[src/rtl/flex_serial_adder.sv]
// Multi-cycle adder that sums two WIDTH-bit operands CHUNK bits per clock, LSB chunk first.
// Results are registered and held until the next operation completes.
module flex_serial_adder #(
  parameter int unsigned WIDTH = 16,
  parameter int unsigned CHUNK = 4
) (
  input  logic             clk,
  input  logic             n_rst,
  input  logic             start,
  input  logic [WIDTH-1:0] a,
  input  logic [WIDTH-1:0] b,
  input  logic             carry_in,
  output logic [WIDTH-1:0] sum,
  output logic             carry_out,
  output logic             overflow,
  output logic             busy,
  output logic             done
);

  localparam int unsigned N     = WIDTH / CHUNK;
  localparam int unsigned IdxW  = (N > 1) ? $clog2(N) : 1;
  localparam int unsigned BaseW = (WIDTH > 1) ? $clog2(WIDTH) : 1;
  localparam logic [IdxW-1:0] LastIdx = IdxW'(N - 1);

  typedef enum logic [1:0] {
    StIdle,
    StAdd,
    StDone
  } state_e;

  state_e           state_q, state_d;
  logic [WIDTH-1:0] a_q, a_d;
  logic [WIDTH-1:0] b_q, b_d;
  logic [WIDTH-1:0] acc_q, acc_d;
  logic [WIDTH-1:0] sum_q, sum_d;
  logic             carry_q, carry_d;
  logic             cout_q, cout_d;
  logic             ovf_q, ovf_d;
  logic [IdxW-1:0]  idx_q, idx_d;

  logic [BaseW-1:0] base;
  logic [CHUNK-1:0] a_chunk;
  logic [CHUNK-1:0] b_chunk;
  logic [CHUNK:0]   chunk_res;

  always_comb begin
    state_d = state_q;
    a_d     = a_q;
    b_d     = b_q;
    acc_d   = acc_q;
    sum_d   = sum_q;
    carry_d = carry_q;
    cout_d  = cout_q;
    ovf_d   = ovf_q;
    idx_d   = idx_q;

    base      = BaseW'(idx_q * CHUNK);
    a_chunk   = a_q[base +: CHUNK];
    b_chunk   = b_q[base +: CHUNK];
    chunk_res = {1'b0, a_chunk} + {1'b0, b_chunk} + {{CHUNK{1'b0}}, carry_q};

    unique case (state_q)
      StIdle, StDone: begin
        if (start) begin
          state_d = StAdd;
          a_d     = a;
          b_d     = b;
          carry_d = carry_in;
          acc_d   = '0;
          idx_d   = '0;
        end else begin
          state_d = StIdle;
        end
      end
      StAdd: begin
        acc_d[base +: CHUNK] = chunk_res[CHUNK-1:0];
        carry_d              = chunk_res[CHUNK];
        idx_d                = idx_q + IdxW'(1);
        // Final chunk: publish all three results on the same edge.
        if (idx_q == LastIdx) begin
          state_d = StDone;
          idx_d   = '0;
          sum_d   = acc_d;
          cout_d  = chunk_res[CHUNK];
          ovf_d   = (a_q[WIDTH-1] == b_q[WIDTH-1]) && (acc_d[WIDTH-1] != a_q[WIDTH-1]);
        end
      end
      default: state_d = StIdle;
    endcase
  end

  always_ff @(posedge clk or negedge n_rst) begin
    if (!n_rst) begin
      state_q <= StIdle;
      a_q     <= '0;
      b_q     <= '0;
      acc_q   <= '0;
      sum_q   <= '0;
      carry_q <= 1'b0;
      cout_q  <= 1'b0;
      ovf_q   <= 1'b0;
      idx_q   <= '0;
    end else begin
      state_q <= state_d;
      a_q     <= a_d;
      b_q     <= b_d;
      acc_q   <= acc_d;
      sum_q   <= sum_d;
      carry_q <= carry_d;
      cout_q  <= cout_d;
      ovf_q   <= ovf_d;
      idx_q   <= idx_d;
    end
  end

  assign sum       = sum_q;
  assign carry_out = cout_q;
  assign overflow  = ovf_q;
  assign busy      = (state_q == StAdd);
  assign done      = (state_q == StDone);

endmodule

[config.mk]
export PLATFORM = sky130hd
export DESIGN_NAME = flex_serial_adder
export DESIGN_NICKNAME = d
export VERILOG_FILES = /design/src/rtl/flex_serial_adder.sv
export SDC_FILE = /design/constraint.sdc
export NUM_CORES = 1
export LEC_CHECK = 0
export CAP_MARGIN = 20
export CORE_MARGIN = 2
export CORE_UTILIZATION = 45
export DETAILED_ROUTE_END_ITERATION = 10
export DONT_BUFFER_PORTS = 1
export GPL_ROUTABILITY_DRIVEN = 0
export SYNTH_ARGS = -nofsm -noshare
export SYNTH_HDL_FRONTEND = slang
export SYNTH_SLANG_ARGS = --single-unit
[constraint.sdc]
create_clock -name clk -period 4.02 [get_ports clk]
set_input_delay 0.804 -clock clk [delete_from_list [all_inputs] [get_ports clk]]
set_output_delay 0.804 -clock clk [all_outputs]
set_load 0.005 [all_outputs]
**Yosys cells after proc, flatten, opt, wreduce, memory -nomap -nowiden**

Index checks and enable logic that the tools add are counted.

- Register bits: 71
- Bits in latches: 0
- Memory bits (writable): 0
- Memory bits (read-only): 0
- Bits of input ports: 36
- Output and inout port bits: 20
- Word-level logic and storage cells: 42
- Memories: 0

- Add/subtract/negate cells: 4
- Multipliers: 0
- Div/mod/pow operators: 0
- Magnitude comparators: 0
- Equal/unequal tests: 7
- Shifts and indexed selects: 4
- Muxes and demuxes: 11
- Bitwise gates (word level): 0
- Reduce and logical (&&, ||, !) cells: 7

Operator list:

| kind | count |
|---|---|
| $pmux W16 S2 | 1 |
| $shiftx A16 B5 Y4 | 2 |
| $bwmux W16 | 1 |
| $mux W16 | 1 |
| $shift A4 B6 Y16 const A | 1 |
| $shiftx A4 B6 Y16 | 1 |
| $pmux W2 S2 | 2 |
| $mux W2 | 3 |
| $neg A4 Y6 | 1 |
| $reduce_and A2 Y1 | 3 |
| $add A4 B4 Y5 | 1 |
| $add A5 B1 Y5 | 1 |
| $eq A2 B2 Y1 const B | 2 |
| $add A2 B1 Y2 const B | 1 |
| $eq A2 B1 Y1 const B | 1 |
| $logic_not A2 Y1 | 1 |
| $mux W1 | 2 |
| $ne A2 B1 Y1 const B | 1 |
| $ne A2 B2 Y1 const B | 1 |
| $pmux W1 S2 | 1 |
| $reduce_bool A2 Y1 | 1 |
| $reduce_or A2 Y1 | 1 |
| $eq A1 B1 Y1 | 1 |
| $logic_and A1 B1 Y1 | 1 |
| $ne A1 B1 Y1 | 1 |

**Depth between registers and ports, before layout**

- Word-level depth: 7
- Mapped depth: 10
- Mapped depth without buffers: 8

**Worst setup path after synthesis**

No wires, ideal clock.

- Path kind: reg2reg
- Start: reg idx_q[0]
- End: reg acc_q[2]
- Library setup time: 0.121 ns
- Data arrival time: 2.516 ns
- Required time: 3.899 ns
- Setup slack: 1.383 ns
- Cell stages (with the launch flop): 10
- Path buffers: 2
- Period minus slack after synthesis: 2.637 ns
- Path through: dfrtp_1 > buf_6 > buf_2 > mux4_2 > fa_1 > inv_1 > fa_1 > xnor2_1 > and2_1 > a22o_1

- Longest elaborated chain between the ends: 6
- Elaborated cells between the ends (all ways): 9
- Classes of those cells: add/sub: 3; shift: 4; mux: 2

RTL lines:

| what | line | source |
|---|---|---|
| from (decl) | 39 | `logic [IdxW-1:0] idx_q, idx_d;` |
| from (signal assigned) | 112 | `idx_q <= idx_d;` |
| $shiftx A16 B5 Y4 (on tied branches) | 58, 59 |  |
| $add A4 B4 Y5 | 60 | `chunk_res = {1'b0, a_chunk} + {1'b0, b_chunk} + {{CHUNK{1'b0}}, carry_q};` |
| $add A5 B1 Y5 | 60 |  |
| $shiftx A4 B6 Y16 | 76 | `acc_d[base +: CHUNK] = chunk_res[CHUNK-1:0];` |
| $bwmux W16 * | 76 |  |
| $pmux W16 S2 * | 62 | `unique case (state_q)` |
| to (signal assigned) | 97 | `acc_q <= '0;` |
| to (signal assigned) | 107 | `acc_q <= acc_d;` |
| to (decl) | 34 | `logic [WIDTH-1:0] acc_q, acc_d;` |

Mark *: on every way between the ends. The rest lies on a longest branch, timed or not.
A chain may end at the register's enable or synchronous reset.

**Worst setup path after layout**

- Start: reg idx_q[0]
- End: reg acc_q[1]

The elaborated chain is that of the path after synthesis.

==> metrics <==
CTS root buf=clkbuf_8; post-route cell area=3593 um2; Post-DP Area=3402 um2; Final Non-Filler Cells=366; H-Tree Depth=3; post-CTS setup buffer count=0; Hold Crit Class=in2async; startpoint types=register; initial core utilization=0.4603; Routed WL per cell=17.76 um; CP endpoint kind=register; P_sw=1.404 mW; antenna cells=0; Post-synth ARST share=1.000; final hold slack=0.1511 ns; Mean Syn Cell Area=12.63 um2; final worst-path cycle share=0.6927; drt first-iter violations=72; critical path arrival=3.07 ns; layout cells sized above 1=0.2247; dominant cells by area after synthesis=dfrtp_1 54%, mux2_2 11%, mux4_2 5.4%, ha_1 3.4%, o21ai_0 2.6%; Placed Instances=351; status=finished clean; Worst Skew=0.008892 ns; CTS Buffer Depth=2; Top-Level Pins=56; routed vias=2029; Layout area overhead=8.214%; row cnt=31; Max Freq=0.3591 GHz; internal power=2.026 mW; core area=7214 um2; Flop pwr share=0.372; Synth cell types=41; Post-DRT Antenna Nets=0; GRT Residual Overflow=0; Critical Path Fanout Max=10; cell taking the most area after synthesis=dfrtp_1; Static Leak=1.537 nW; count leader, synth=dfrtp_1; detailed-route DRC error count=0; Synth Cell Area=3321 um2; Post-Syn Instances=263; logic gate share of total power=0.484; initial antenna violation count=0; worst reg2reg path depth=6; RSZ-0062 raised after global routing=false; Worst Setup EP=acc_q[1]; PortBufs=0; Yosys warning count=0; crit path from=idx_q[0]; WS Path Type=reg2reg; post-layout minimum cycle time=2.785 ns; Hold Vio Cnt, Final=0; HPWL Detailed=4496 um; Die X=89.90 um; Sink Count=71; number of global-route vias before repair=2183; largest net degree at the start of global routing=72; vias per cell=5.544; number of buffers created by CTS=9; Primary FF master, synth=dfrtp_1; final setup violation count=0; Slew Limit Fails=0; Post-CTS Resized=0; FF-to-FF setup slack=1.24 ns; die area=8082 um2; Worst-path clk slew=0.07 ns; overall routed net length=6501 um; CTS tree=built; first-pass GRT wire length=10930 um; MaxCap Viol Count=0; most frequent cells after synthesis=71 x dfrtp_1, 32 x mux2_2, 17 x nand2_1, 17 x o21ai_0, 15 x a21oi_1; Mapped Nets=310; clock latency on the worst-skew pair=0.34 ns; CP required=4.30 ns; RR Startpoint=idx_q[0]; Max VDD drop=0.0004269 V; Clk pwr share=0.144; final core occ=0.4981; worst-margin pin slew=0.7035 ns; die outline height=89.90 um; relative max-transition margin=0.5298; Power Dens Cells=954.7 nW/um2; post-synth top area share=0.5350; Seq/Total Area, Yosys=0.5350; Fin Setup TNS=0 ns; Sw Ratio=0.4094; drt first pass iters=4; hold buffers post-CTS=0; # nets final=311; Reg-to-Reg End=acc_q[1]; Seq cells post-synth=71; EDFF count, synth=0; Total GRT Usage=0.1721
worst min path at each step:
| stage | to | slack, ns |
|---|---|---|
| 4_1_cts | sum[5] | 0.13 |
| 3_3_place_gp | acc_q[0] | 0.47 |
| 6_report | sum[4] | 0.15 |
| 2_1_floorplan | acc_q[0] | 0.46 |
| 5_1_grt | sum[3] | 0.12 |
| 3_5_place_dp | acc_q[1] | 0.48 |
critical path: stages, from the launching register on:
cell and delay, ns:
dfrtp_1 0.64, mux4_2 0.60, fa_1 0.43, inv_1 0.08, fa_1 0.45, nor2_1 0.31, a22o_1 0.21
layer usage:
| layer | vias to the layer above | wire length (um) | global-route usage |
|---|---|---|---|
| met1 | 1003 | 2970 | 0.2203 |
| met3 | 12 | 412 | 0.07712 |
| met2 | 55 | 2985 | 0.2607 |
| met5 | - | 0 | 0 |
| li1 | 959 | - | - |
| met4 | 0 | 132 | 0.06154 |
per-stage QoR:
step / worst slack, ns / power (mW)
final: 1.235 / 3.431
after floorplan: 1.383 / 2.503
after detailed placement: 1.208 / 2.957
after global placement: 1.241 / 2.926
after global routing: 1.060 / 3.715
after CTS: 1.183 / 3.459
cells in the final DEF, fill, tap and decap left out, types with 2 or more instances in the layout:
master    Yosys  layout
dfrtp_1      71      71
mux2_2       32      32
nand2_1      17      17
o21ai_0      17      17
a21oi_1      15      15
nor2b_1      12      11
clkbuf_8      0      11
inv_1        10      10
a22o_1        9       9
ha_1          9       9
mux4_2        8       8
a32o_1        8       8
nor2_1        5       5
a22oi_1       4       4
nor3b_1       3       3
o22a_1        3       3
buf_4         0       3
a21o_1        2       2
nor3_1        2       2
o31ai_1       2       2
fa_1          2       2
clkbuf_1      5       2
flip-flops by register name, indices dropped and copies added (netlist names):
register	count
b_q	16
sum	16
idx_q	2
overflow	1
carry_q	1
state_q	2
a_q	16
carry_out	1
acc_q	16
logic make-up (layout without fill, tap and decap cells):
family	Yosys count	in the layout	synth area share
AOI/OAI and AO/OA	64	64	0.1308
xor gates and xnor gates	1	1	0.002638
muxes	40	40	0.1628
adders and majority gates	11	11	0.04597
buffers and inverters	26	30	0.03542
and+or+nand+nor	50	50	0.08742
DFF	71	71	0.5350
area by class of cell:
type / instances / area (um2)
fill: 671 / 3621
sequential: 71 / 1777
multi-input combinational: 166 / 1434
clock buffer: 13 / 158.9
tap: 99 / 123.9
timing repair buffer: 4 / 50.05
inverter: 12 / 45.04
clock inverter: 1 / 5.005
power by group through the flow:
stage	logic, mW	clock network, mW	registers [mW]
after CTS	1.66	0.512	1.29
final	1.66	0.495	1.28
after floorplan	1.32	0	1.19
after global placement	1.64	0	1.29
after detailed placement	1.66	0	1.30
after global routing	1.85	0.542	1.33
No activity file was read; power rests on OpenSTA's default activity.
